$ cat src/rtl/regfile_pkg.sv
// Shared definitions for the register-file write-back arbiter.
package regfile_pkg;

    localparam int DATA_W   = 16;
    localparam int ADDR_W   = 3;
    localparam int NUM_REGS = 8;

    // Register 0 is hard-wired to zero and is never tracked by the scoreboard
    localparam logic [ADDR_W-1:0] ZERO_REG = {ADDR_W{1'b0}};

    // Producer identity, used to remember who won the last transfer
    typedef enum logic {
        REQ_ALU = 1'b0,
        REQ_MEM = 1'b1
    } requester_e;

endpackage

$ cat src/rtl/regfile_wb_arbiter_checker.sv
// Property checks for the write-back arbiter, kept apart from the datapath.
module regfile_wb_arbiter_checker #(
    parameter int NUM_REGS = 8
) (
    input  logic                i_clk,
    input  logic                i_rst_n,
    input  logic                i_alu_gnt,
    input  logic                i_mem_gnt,
    input  logic                i_reg_write,
    input  logic [NUM_REGS-1:0] i_busy_vec
);

    // Never two grants in the same cycle
    a_one_grant: assert property (@(posedge i_clk) disable iff (!i_rst_n)
        !(i_alu_gnt && i_mem_gnt));

    // Register 0 is never marked busy
    a_zero_clean: assert property (@(posedge i_clk) disable iff (!i_rst_n)
        !i_busy_vec[0]);

    // A register-file write is always the result of a grant one cycle earlier
    a_write_after_grant: assert property (@(posedge i_clk) disable iff (!i_rst_n)
        i_reg_write |-> $past(i_alu_gnt || i_mem_gnt));

endmodule

$ cat src/rtl/regfile_wb_arbiter_rr_arbiter2.sv
// Two-way round-robin arbiter. Bit 0 is the ALU, bit 1 is the load path.
// Grants are combinational; the last winner is remembered so that under
// contention the other side wins next.
module rr_arbiter2 (
    input  logic       clk,
    input  logic       rst_n,
    input  logic [1:0] req,
    input  logic       advance,
    output logic [1:0] gnt
);
    import regfile_pkg::*;

    requester_e r_last_grant;
    logic [1:0] w_gnt;

    // Pick the winner from the current requests and the last winner
    always_comb begin
        w_gnt = 2'b00;
        if (!rst_n) begin
            w_gnt = 2'b00;
        end else begin
            case (req)
                2'b01:   w_gnt = 2'b01;
                2'b10:   w_gnt = 2'b10;
                2'b11:   w_gnt = (r_last_grant == REQ_MEM) ? 2'b01 : 2'b10;
                default: w_gnt = 2'b00;
            endcase
        end
    end

    assign gnt = w_gnt;

    // Remember the winner only when a transfer actually completes
    always_ff @(posedge clk) begin
        if (!rst_n) begin
            r_last_grant <= REQ_MEM;
        end else if (advance && (w_gnt != 2'b00)) begin
            r_last_grant <= w_gnt[1] ? REQ_MEM : REQ_ALU;
        end
    end

endmodule

$ cat src/rtl/regfile_wb_arbiter.sv
// Write-back arbiter and scoreboard for the 8 x 16-bit register file.
// Shares the single write port between the ALU and load write-back stages,
// and tracks in-flight destinations so decode can stall on hazards.
module regfile_wb_arbiter #(
    parameter int DATA_W   = regfile_pkg::DATA_W,
    parameter int ADDR_W   = regfile_pkg::ADDR_W,
    parameter int NUM_REGS = regfile_pkg::NUM_REGS
) (
    input  logic                clk,
    input  logic                rst_n,
    input  logic                AluReq,
    input  logic [ADDR_W-1:0]   AluAddr,
    input  logic [DATA_W-1:0]   AluData,
    output logic                AluGnt,
    input  logic                MemReq,
    input  logic [ADDR_W-1:0]   MemAddr,
    input  logic [DATA_W-1:0]   MemData,
    output logic                MemGnt,
    input  logic                ReserveEn,
    input  logic [ADDR_W-1:0]   ReserveAddr,
    input  logic [ADDR_W-1:0]   ReadAddr1,
    input  logic [ADDR_W-1:0]   ReadAddr2,
    input  logic [ADDR_W-1:0]   DstAddr,
    output logic                Hazard,
    output logic [NUM_REGS-1:0] BusyVec,
    output logic                RegWrite,
    output logic [ADDR_W-1:0]   RegWriteAddr,
    output logic [DATA_W-1:0]   RegWriteData,
    output logic                ProtoErr
);
    import regfile_pkg::*;

    localparam logic [ADDR_W-1:0] W_ZERO = ADDR_W'(ZERO_REG);

    logic [1:0]          w_req;
    logic [1:0]          w_gnt;
    logic                w_xfer;
    logic [ADDR_W-1:0]   w_win_addr;
    logic [DATA_W-1:0]   w_win_data;
    logic [NUM_REGS-1:0] w_clr;
    logic [NUM_REGS-1:0] w_set;
    logic [NUM_REGS-1:0] w_busy_next;
    logic                w_res_viol;
    logic                w_wr_viol;

    logic [NUM_REGS-1:0] r_busy;
    logic                r_reg_write;
    logic [ADDR_W-1:0]   r_reg_write_addr;
    logic [DATA_W-1:0]   r_reg_write_data;
    logic                r_proto_err;

    assign w_req = {MemReq, AluReq};

    rr_arbiter2 u_arb (
        .clk     (clk),
        .rst_n   (rst_n),
        .req     (w_req),
        .advance (w_xfer),
        .gnt     (w_gnt)
    );

    assign AluGnt = w_gnt[0];
    assign MemGnt = w_gnt[1];

    // Steer the winning producer's address and data towards the write port
    always_comb begin
        w_xfer     = (w_gnt != 2'b00);
        w_win_addr = AluAddr;
        w_win_data = AluData;
        if (w_gnt[1]) begin
            w_win_addr = MemAddr;
            w_win_data = MemData;
        end else begin
            w_win_addr = AluAddr;
            w_win_data = AluData;
        end
    end

    // Scoreboard set/clear masks; register 0 is never tracked
    always_comb begin
        w_clr = {NUM_REGS{1'b0}};
        w_set = {NUM_REGS{1'b0}};
        if (w_xfer && (w_win_addr != W_ZERO)) begin
            w_clr[w_win_addr] = 1'b1;
        end else begin
            w_clr = {NUM_REGS{1'b0}};
        end
        if (ReserveEn && (ReserveAddr != W_ZERO)) begin
            w_set[ReserveAddr] = 1'b1;
        end else begin
            w_set = {NUM_REGS{1'b0}};
        end
    end

    // A new reservation wins over a completing write to the same register
    assign w_busy_next = (r_busy & ~w_clr) | w_set;

    // Protocol checks: double reservation, and a write nobody reserved
    always_comb begin
        w_res_viol = 1'b0;
        w_wr_viol  = 1'b0;
        if (ReserveEn && (ReserveAddr != W_ZERO)) begin
            w_res_viol = r_busy[ReserveAddr] && !w_clr[ReserveAddr];
        end else begin
            w_res_viol = 1'b0;
        end
        if (w_xfer && (w_win_addr != W_ZERO)) begin
            w_wr_viol = !r_busy[w_win_addr];
        end else begin
            w_wr_viol = 1'b0;
        end
    end

    // Scoreboard, register-file write port and sticky error flag
    always_ff @(posedge clk) begin
        if (!rst_n) begin
            r_busy           <= {NUM_REGS{1'b0}};
            r_reg_write      <= 1'b0;
            r_reg_write_addr <= {ADDR_W{1'b0}};
            r_reg_write_data <= {DATA_W{1'b0}};
            r_proto_err      <= 1'b0;
        end else begin
            r_busy      <= w_busy_next;
            r_reg_write <= w_xfer && (w_win_addr != W_ZERO);
            if (w_xfer) begin
                r_reg_write_addr <= w_win_addr;
                r_reg_write_data <= w_win_data;
            end
            if (w_res_viol || w_wr_viol) begin
                r_proto_err <= 1'b1;
            end
        end
    end

    assign BusyVec      = r_busy;
    assign Hazard       = r_busy[ReadAddr1] | r_busy[ReadAddr2] | r_busy[DstAddr];
    assign RegWrite     = r_reg_write;
    assign RegWriteAddr = r_reg_write_addr;
    assign RegWriteData = r_reg_write_data;
    assign ProtoErr     = r_proto_err;

    regfile_wb_arbiter_checker #(
        .NUM_REGS (NUM_REGS)
    ) u_chk (
        .i_clk       (clk),
        .i_rst_n     (rst_n),
        .i_alu_gnt   (AluGnt),
        .i_mem_gnt   (MemGnt),
        .i_reg_write (RegWrite),
        .i_busy_vec  (BusyVec)
    );

endmodule

$ cat config.mk
export PLATFORM = sky130hd
export DESIGN_NAME = regfile_wb_arbiter
export DESIGN_NICKNAME = d
export VERILOG_FILES = /design/src/rtl/regfile_pkg.sv /design/src/rtl/regfile_wb_arbiter_checker.sv /design/src/rtl/regfile_wb_arbiter_rr_arbiter2.sv /design/src/rtl/regfile_wb_arbiter.sv
export SDC_FILE = /design/constraint.sdc
export NUM_CORES = 1
export LEC_CHECK = 0
export ABC_AREA = 1
export BUFFER_PORTS_ARGS = -buffer_cell sky130_fd_sc_hd__buf_4
export CORE_MARGIN = 4
export CORE_UTILIZATION = 40
export CTS_BUF_LIST = sky130_fd_sc_hd__clkbuf_2 sky130_fd_sc_hd__clkbuf_4 sky130_fd_sc_hd__clkbuf_8
export CTS_CLUSTER_DIAMETER = 200
export CTS_CLUSTER_SIZE = 30
export DETAILED_ROUTE_END_ITERATION = 12
export HOLD_SLACK_MARGIN = 0.03
export PLACE_DENSITY_LB_ADDON = 0.08
export SLEW_MARGIN = 30
export SYNTH_ARGS = -nofsm -noshare
export SYNTH_HDL_FRONTEND = slang
export SYNTH_SLANG_ARGS = --single-unit
$ cat constraint.sdc
create_clock -name clk -period 2.77 [get_ports clk]
set_clock_uncertainty 0.05 [all_clocks]
set_input_delay 0.277 -clock clk [delete_from_list [all_inputs] [get_ports clk]]
set_output_delay 0.277 -clock clk [all_outputs]
set_load 0.005 [all_outputs]
## After elaboration in Yosys (flattened, before gate mapping)

Index checks and enable logic that the tools add are counted.

- Bits in registers: 30
- Latch bits: 0
- Bits in writable memories: 0
- ROM bits: 0
- Bits of input ports: 55
- Output and inout port bits: 32
- Word-level logic and storage cells: 58
- Memories kept: 0

- Add/sub/neg operators: 0
- Multipliers: 0
- Div/mod/pow operators: 0
- Magnitude comparators: 7
- Equal/unequal tests: 3
- Shift-type cells: 0
- Multiplexer cells: 26
- Bitwise gates (word level): 5
- Reductions and logical operators: 11

Operators by type and width:

| kind | number |
|---|---|
| $lt A3 B4 Y1 const B | 5 |
| $bmux W1 S3 | 6 |
| $mux W16 | 1 |
| $mux W8 | 2 |
| $mux W1 | 11 |
| $and A8 B8 Y8 | 1 |
| $not A8 Y8 | 1 |
| $or A8 B8 Y8 | 1 |
| $demux W1 S3 | 2 |
| $ge A3 B1 Y1 const B | 2 |
| $pmux W2 S3 | 1 |
| $reduce_bool A3 Y1 | 2 |
| $logic_and A1 B1 Y1 | 5 |
| $eq A2 B2 Y1 const B | 2 |
| $mux W2 | 2 |
| $mux W3 | 1 |
| $eq A2 B1 Y1 const B | 1 |
| $logic_not A1 Y1 | 2 |
| $or A1 B1 Y1 | 2 |
| $reduce_bool A2 Y1 | 1 |
| $logic_or A1 B1 Y1 | 1 |

## Logic depth before layout (Yosys ltp)

Gate-level depths: netlist (run 1).

- Word-level depth: 15
- Gate-level depth with buffers: 14
- Depth with buffers taken out: 14

## By module

From an unflattened synthesis (run 1), not the netlist that was laid out.

- Cell total of the unflattened synthesis: 304
- Area total of the unflattened synthesis: 1849.3 µm²

By module, submodules not included:

| module | times used | cells each | area each (µm²) | seq. area each (µm²) |
|---|---|---|---|---|
| regfile_wb_arbiter | 1 | 294 | 1788.0 | 580.6 |
| rr_arbiter2 | 1 | 10 | 61.3 | 20.0 |

## Worst setup path before layout (run 1)

Ideal clock, no wire load.

- Path kind: flip-flop to flip-flop
- Start: register u_arb.r_last_grant
- End: register r_proto_err (netlist: ProtoErr)
- Library setup time: 128 ps
- Arrival: 1275 ps
- Data required time: 2592 ps
- Slack: 1318 ps
- Stages on the path, launching flop included: 14
- Path buffers: 1
- Clock period less this slack: 1452 ps
- Cells stage by stage: dfxtp_1 nand2_2 nand2_2 buf_6 nand2_2 nand2_1 nor2_2 nand2_1 nand2_1 nand3_1 nand2_1 nor2_1 nor2_1 nor2_1

- Word-level cells in the longest chain between the ends: 15
- Elaborated cells on any way between the ends: 23
- Classes of those cells: order compare: 2; mux: 13; reduce/logical: 8

RTL lines:

| item | RTL line | RTL |
|---|---|---|
| start: declaration | regfile_wb_arbiter_rr_arbiter2.sv:13 | `requester_e r_last_grant;` |
| start signal: assignment | regfile_wb_arbiter_rr_arbiter2.sv:38 | `r_last_grant <= w_gnt[1] ? REQ_MEM : REQ_ALU;` |
| $mux W2 * | regfile_wb_arbiter_rr_arbiter2.sv:25 | `2'b11: w_gnt = (r_last_grant == REQ_MEM) ? 2'b01 : 2'b10;` |
| $pmux W2 S3 * | regfile_wb_arbiter_rr_arbiter2.sv:22 | `case (req)` |
| $mux W2 * | regfile_wb_arbiter_rr_arbiter2.sv:19 | `if (!rst_n) begin` |
| $mux W3 | regfile_wb_arbiter.sv:70 | `if (w_gnt[1]) begin` |
| $lt A3 B4 Y1 (not written as such) or $ge A3 B1 Y1 (tied branches) | regfile_wb_arbiter.sv:84 | `w_clr[w_win_addr] = 1'b1;` |
| $logic_and A1 B1 Y1 (not written as such) | regfile_wb_arbiter.sv:84 |  |
| $mux W1 (not written as such) | regfile_wb_arbiter.sv:84 |  |
| $demux W1 S3 | regfile_wb_arbiter.sv:84 |  |
| $mux W8 | regfile_wb_arbiter.sv:83 | `if (w_xfer && (w_win_addr != W_ZERO)) begin` |
| $bmux W1 S3 | regfile_wb_arbiter.sv:103 | `w_res_viol = r_busy[ReserveAddr] && !w_clr[ReserveAddr];` |
| $mux W1 (not written as such) | regfile_wb_arbiter.sv:103 |  |
| $logic_not A1 Y1 | regfile_wb_arbiter.sv:103 |  |
| $logic_and A1 B1 Y1 | regfile_wb_arbiter.sv:103 |  |
| $mux W1 | regfile_wb_arbiter.sv:102 | `if (ReserveEn && (ReserveAddr != W_ZERO)) begin` |
| $logic_or A1 B1 Y1 * | regfile_wb_arbiter.sv:129 | `if (w_res_viol \|\| w_wr_viol) begin` |
| end signal: assignment | regfile_wb_arbiter.sv:121 | `r_proto_err <= 1'b0;` |
| end signal: assignment | regfile_wb_arbiter.sv:130 | `r_proto_err <= 1'b1;` |
| end: declaration | regfile_wb_arbiter.sv:50 | `logic r_proto_err;` |

Every way passes the cells marked *; elsewhere a longest branch is shown, timed or not. The select of a mux whose other input is x is not followed.
A chain may end at the register's enable or synchronous reset.

## Worst setup path in the final report (run 1)

Ends and elaborated chain as after synthesis.

==> impl_metrics.env, run 1 <==
export IMPL_synth_top_area_frac=0.334
export IMPL_place_inst=408
export IMPL_grt_util_met2=0.312
export IMPL_cts_sinks=30
export IMPL_numCtsBuffers=5
export IMPL_total_power_w=0.00113
export IMPL_cp_num_buf_inv=1
export IMPL_setup_violations=0
export IMPL_ant_nets=0
export IMPL_die_area_um2=5640
export IMPL_start_util=0.414
export IMPL_dr_first_iter_drc_count=60
export IMPL_drv_slew=0
export IMPL_cts_tree="built"
export IMPL_critPathLaunchType="flip-flop"
export IMPL_grtUsageMet1=0.245
export IMPL_first_global_vias=1977
export IMPL_avgSynthCellArea_um2=6.43
export IMPL_portBuffers=86
export IMPL_cp_common_cell="nand2_1"
export IMPL_cts_resized=0
export IMPL_fillers=431
export IMPL_drive_gt1_frac=0.294
export IMPL_totalNegativeSetupSlack_ns=0
export IMPL_core_area_um2=4350
export IMPL_path_cells="nand2_2, nand2_2, nand2_1, nand2_1, nand2_2, inv_2, nand2_1, nand2_1, nand3_1, nand2_1, nor2_1, nor2_1, nor2_1"
export IMPL_yosys_area_share_adder=0
export IMPL_crit_path_max_incr_delay_ns=0.36
export IMPL_worstPathRequired_ns=2.88
export IMPL_worstHoldStart="MemReq"
export IMPL_hold_path_class="in2reg"
export IMPL_ios=87
export IMPL_maxCapViolCount=0
export IMPL_clockBufferDepth=2
export IMPL_yosys_area_top_type="dfxtp_1"
export IMPL_fin_crit_sh=0.685
export IMPL_ys_warn_count=0
export IMPL_cts_max_level=2
export IMPL_crit_type="reg2reg"
export IMPL_syn_inst=280
export IMPL_dp_hpwl_um=4090
export IMPL_clk_pin_slew_ns=0.06
export IMPL_synth_seq_cells=30
export IMPL_synth_xor_area_frac=0
export IMPL_grt_use_met3=0.0734
export IMPL_first_pass_iters=5
export IMPL_crit_start="u_arb.r_last_grant"
export IMPL_hold_buffers=0
export IMPL_ys_seq_area_frac=0.334
export IMPL_min_period_ns=1.90
export IMPL_pre_cts_slack_ns=0.664
export IMPL_worst_ir_drop_vdd_v=0.000247
export IMPL_final_nets=418
export IMPL_grt_overflow_total=0
export IMPL_syn_num_nets=335
export IMPL_grt_max_degree=36
export IMPL_avgViaCountPerCell=5.10
export IMPL_rsz0062_at_grt="no"
export IMPL_drc=0
export IMPL_wirelength_um=5320
export IMPL_synthMuxAreaShare=0
export IMPL_worst_pin_slew_ns=0.548
export IMPL_rows=24
export IMPL_clkLatencyLatePin_ns=0.28
export IMPL_power_leakage_nw=1.37
export IMPL_slowest_stage="dfxtp_1"
export IMPL_reg2reg_from="u_arb.r_last_grant"
export IMPL_vias=2121
export IMPL_wire_per_inst_um=12.8
export IMPL_grt_busiest_layer="met2"
export IMPL_cts_setup_buffers=0
export IMPL_syn_to_final_growth_pct=42.4
export IMPL_instances_no_fill=416
export IMPL_die_w_um=75.1
export IMPL_setup_slack_ns=0.872
export IMPL_relSlewSlack=0.634
export IMPL_fmax_mhz=527
export IMPL_powerDensity_nw_per_um2=439
export IMPL_syn_area_um2=1800
export IMPL_gp_congestion=0.861
export IMPL_finalHoldViolCount=0
export IMPL_antenna_found_initial=0
export IMPL_endpoint_kind="flip-flop"
export IMPL_regArea_um2=601
export IMPL_grt_pass1_wl_um=8630
export IMPL_outcome="finished, final reports clean"
export IMPL_path_delay_family="simple AND/OR/NAND/NOR gates"
export IMPL_synth_cell_types=25
export IMPL_die_y_um=75.1
export IMPL_yosys_area_share_simple=0.350
export IMPL_arrival_ns=2.01
export IMPL_synth_compound_area_frac=0.226
export IMPL_synth_top_family_by_area="simple AND/OR/NAND/NOR gates"
export IMPL_cts_root_buf="clkbuf_8"
export IMPL_synthTopCellsByArea="dfxtp_1, nand2_1, nand3_1"
export IMPL_worstPathMaxFanout=22
export IMPL_multi_input_area_um2=1040
export IMPL_n_antenna_cell=0
export IMPL_grt_total_usage=0.198
## logic make-up after synthesis
kind of cell | after synthesis
flops | 30
compound gates | 61
buf+inv | 41
simple gates | 148
## sequential cells by signal (all words and copies together) (netlist names)
register	count
ProtoErr	1
RegWrite	1
u_arb.r_last_grant	1
RegWriteAddr	3
RegWriteData	16
BusyVec	8
## synthesized netlist by cell type, drive strengths merged
| library cell | n |
|---|---|
| nand2 | 97 |
| nand3 | 33 |
| dfxtp | 30 |
| inv | 27 |
| a21oi | 20 |
| o211a | 15 |
| o21ai | 15 |
| nor2 | 13 |
| clkbuf | 9 |
| o211ai | 6 |
| clkinv | 3 |
| a31oi | 2 |
| buf | 2 |
| nand3b | 2 |
| nor3 | 2 |
| a211oi | 1 |
| nand4 | 1 |
| o21a | 1 |
| o32ai | 1 |
## per-stage QoR
step | area (um2) | util | hold WS [ns]
after global placement | 2470 | 0.567 | 0.427
after detailed placement | 2470 | 0.567 | 0.423
after floorplan | 1800 | - | 0.352
after CTS | 2560 | 0.589 | 0.185
after global routing | 2560 | 0.589 | 0.212
final | 2560 | 0.589 | 0.187
## tightest hold or removal path, stage by stage
cell and delay, ns:
buf_4 0.10, o21ai_0 0.07, nand2_1 0.05
## metal layers
layer  routed length (um)  up-vias
li1                     -     1095
met1                 2230      935
met2                 2460       79
met3                  507       12
met4                  124        0
met5                    0        -
## layout make-up
| type | count | share of cell area |
|---|---|---|
| tap | 52 | 0.0254 |
| clock inverter | 2 | 0.00488 |
| clock buffer | 6 | 0.0322 |
| timing repair buffer | 87 | 0.255 |
| multi-input combinational | 209 | 0.404 |
| sequential | 30 | 0.234 |
| inverter | 30 | 0.0444 |
## final timing paths
path                             end  slack (ns)  depth (start not counted)
hold reg to reg      RegWriteAddr[2]        0.43                          2
hold / removal    u_arb.r_last_grant        0.19                          3
setup / recovery            ProtoErr        0.87                         13
setup reg to reg            ProtoErr        0.87                         13
## report_power, final
| group | internal (W) | total, W | switching, W |
|---|---|---|---|
| logic | 0.000141 | 0.000276 | 0.000135 |
| registers | 0.000461 | 0.000481 | 0.0000196 |
| clock network | 0.000199 | 0.000370 | 0.000171 |
## cell usage in the layout (no fill, tap or decap), types with 3 or more instances in the layout
cell type,instances
a21oi_1,20
nand2_2,5
inv_2,3
buf_4,87
nand3_1,33
nor2_2,3
o21ai_0,14
o211a_1,15
clkbuf_8,6
nor2_1,10
dfxtp_1,30
o211ai_1,6
inv_1,24
nand2_1,92
Note: power is estimated with default switching activity, not from simulation.
==> inputs of run 2 (changes only) <==
==> constraint.sdc (replaced) <==
create_clock -name clk -period 1.7 [get_ports clk]
set_clock_uncertainty 0.05 [all_clocks]
set_input_delay 0.17 -clock clk [delete_from_list [all_inputs] [get_ports clk]]
set_output_delay 0.17 -clock clk [all_outputs]
set_load 0.005 [all_outputs]
==> run 2 against run 1 <==
Count of clock-buffer cells in the layout unchanged. Hold slack got worse by 0.099 ns. Critical path type is now reg2out. Sequential power increased by 63%. Highest routed layer unchanged. Power increased by 64%. Combinational power increased by 70%.
==> impl_metrics.env, run 2 (synthesized netlist as in run 1, its figures left out) <==
export IMPL_outcome="finished, final reports clean"
export IMPL_maxCapViolCount=0
export IMPL_wire_per_inst_um=12.5
export IMPL_dr_first_iter_drc_count=121
export IMPL_setup_violations=0
export IMPL_largest_register_ffs=16
export IMPL_syn_to_final_growth_pct=46.8
export IMPL_n_antenna_cell=0
export IMPL_swShare=0.286
export IMPL_hold_buffers=0
export IMPL_relSlewSlack=0.797
export IMPL_ios=87
export IMPL_grt_total_usage=0.189
export IMPL_critPathLaunchType="flip-flop"
export IMPL_clkLatencyLatePin_ns=0.27
export IMPL_cts_tree="built"
export IMPL_dp_hpwl_um=4120
export IMPL_portBuffers=86
export IMPL_fillers=430
export IMPL_wirelength_um=5270
export IMPL_clockBufferDepth=2
export IMPL_clk_pin_slew_ns=0.06
export IMPL_grt_overflow_total=0
export IMPL_arrival_ns=1.36
export IMPL_cts_sinks=30
export IMPL_hold_path_class="in2reg"
export IMPL_min_period_ns=1.58
export IMPL_die_area_um2=5640
export IMPL_power_leakage_nw=1.41
export IMPL_rsz0062_at_grt="no"
export IMPL_instances_no_fill=422
export IMPL_die_y_um=75.1
export IMPL_vias=2100
export IMPL_ant_nets=0
export IMPL_drive_gt1_frac=0.335
export IMPL_totalNegativeSetupSlack_ns=0
export IMPL_place_inst=414
export IMPL_worstPathMaxFanout=5
export IMPL_rows=24
export IMPL_numCtsBuffers=5
export IMPL_p_sw_w=0.000528
export IMPL_p_seq_frac=0.424
export IMPL_endpoint_kind="primary output"
export IMPL_start_util=0.414
export IMPL_first_pass_iters=4
export IMPL_fmax_mhz=633
export IMPL_worstPathRequired_ns=1.48
export IMPL_core_area_um2=4350
export IMPL_grt_pass1_wl_um=8330
export IMPL_drc=0
export IMPL_cts_root_buf="clkbuf_8"
export IMPL_drv_slew=0
export IMPL_finalHoldViolCount=0
export IMPL_powerDensity_nw_per_um2=700
export IMPL_final_nets=424
export IMPL_worst_pin_slew_ns=0.304
export IMPL_avgViaCountPerCell=4.98
export IMPL_p_int_w=0.00132
export IMPL_worst_ir_drop_vdd_v=0.000621
export IMPL_fin_crit_sh=0.930
export IMPL_grt_max_degree=33
export IMPL_clkPwrFrac=0.323
export IMPL_antenna_found_initial=0
export IMPL_first_global_vias=1958
export IMPL_die_w_um=75.1
export IMPL_cts_max_level=2
export IMPL_fin_util=0.607
export IMPL_final_cell_mix="buf_4, nand2_1, nand3_1"
export IMPL_gp_congestion=0.902
export IMPL_layout_commonest_cell="buf_4"
export IMPL_crit_type="reg2out"
export IMPL_pwr_share_comb=0.253
run 2: cell types whose count changed in the layout (fill, tap and decap cells not counted), sizes merged:
cell	previous run	this run
buf	87	93
run 2: final timing paths:
| kind | end | depth (start not counted) | from | slack (ns) |
|---|---|---|---|---|
| hold / removal | RegWriteAddr[0] | 3 | rst_n | 0.09 |
| setup / recovery | Hazard | 7 | BusyVec[3] | 0.12 |
| hold reg to reg | RegWriteAddr[2] | 2 | RegWriteAddr[2] | 0.43 |
| setup reg to reg | ProtoErr | 12 | u_arb.r_last_grant | 0.18 |
run 2: final cells by class:
class,instances,area (um2),share of cell area
Clock buffer,6,82.6,0.0313
Timing Repair Buffer,93,698,0.264
Tap cell,52,65.1,0.0246
Clock inverter,2,12.5,0.00473
Inverter,30,114,0.0431
Sequential cell,30,607,0.230
Multi-Input combinational cell,209,1060,0.402
run 2: per-stage QoR:
step	hold WS (ns)	power (W)	area, um2	setup WS, ns
after floorplan	0.245	0.00102	1800	0.248
after global placement	0.361	0.00126	2510	0.0965
after global routing	0.110	0.00196	2640	0.00994
after CTS	0.0811	0.00186	2610	0.0120
after detailed placement	0.369	0.00126	2510	0.0775
final	0.0886	0.00185	2640	0.120
run 2: worst max-delay path, stage by stage (launching register included):
cell and delay (ns):
dfxtp_2 0.35, inv_2 0.08, o21ai_0 0.09, a21oi_1 0.15, a211oi_2 0.05, a31oi_1 0.14
nand3_1 0.08, buf_4 0.14
run 2: what timing repair did:
item	4_1_cts	5_1_grt
endpoints found under the hold margin	0	0
setup endpoints to repair	0	2
resized for setup	0	14
setup buffers	0	0
run 2: power groups by stage:
stage | clock network, W | logic [W] | registers [W]
after floorplan | 0 | 0.000221 | 0.000796
after global placement | 0 | 0.000459 | 0.000797
after detailed placement | 0 | 0.000461 | 0.000796
after CTS | 0.000618 | 0.000463 | 0.000782
after global routing | 0.000650 | 0.000524 | 0.000790
final | 0.000597 | 0.000468 | 0.000784
run 2: per-layer routing:
metal	routed length, um	up-vias	share of wire	track usage
met2	2430	66	0.46	0.309
met1	2290	924	0.44	0.230
li1	-	1106	-	-
met5	0	-	0	0
met4	36	0	0.0068	0.0455
met3	504	4	0.096	0.0788
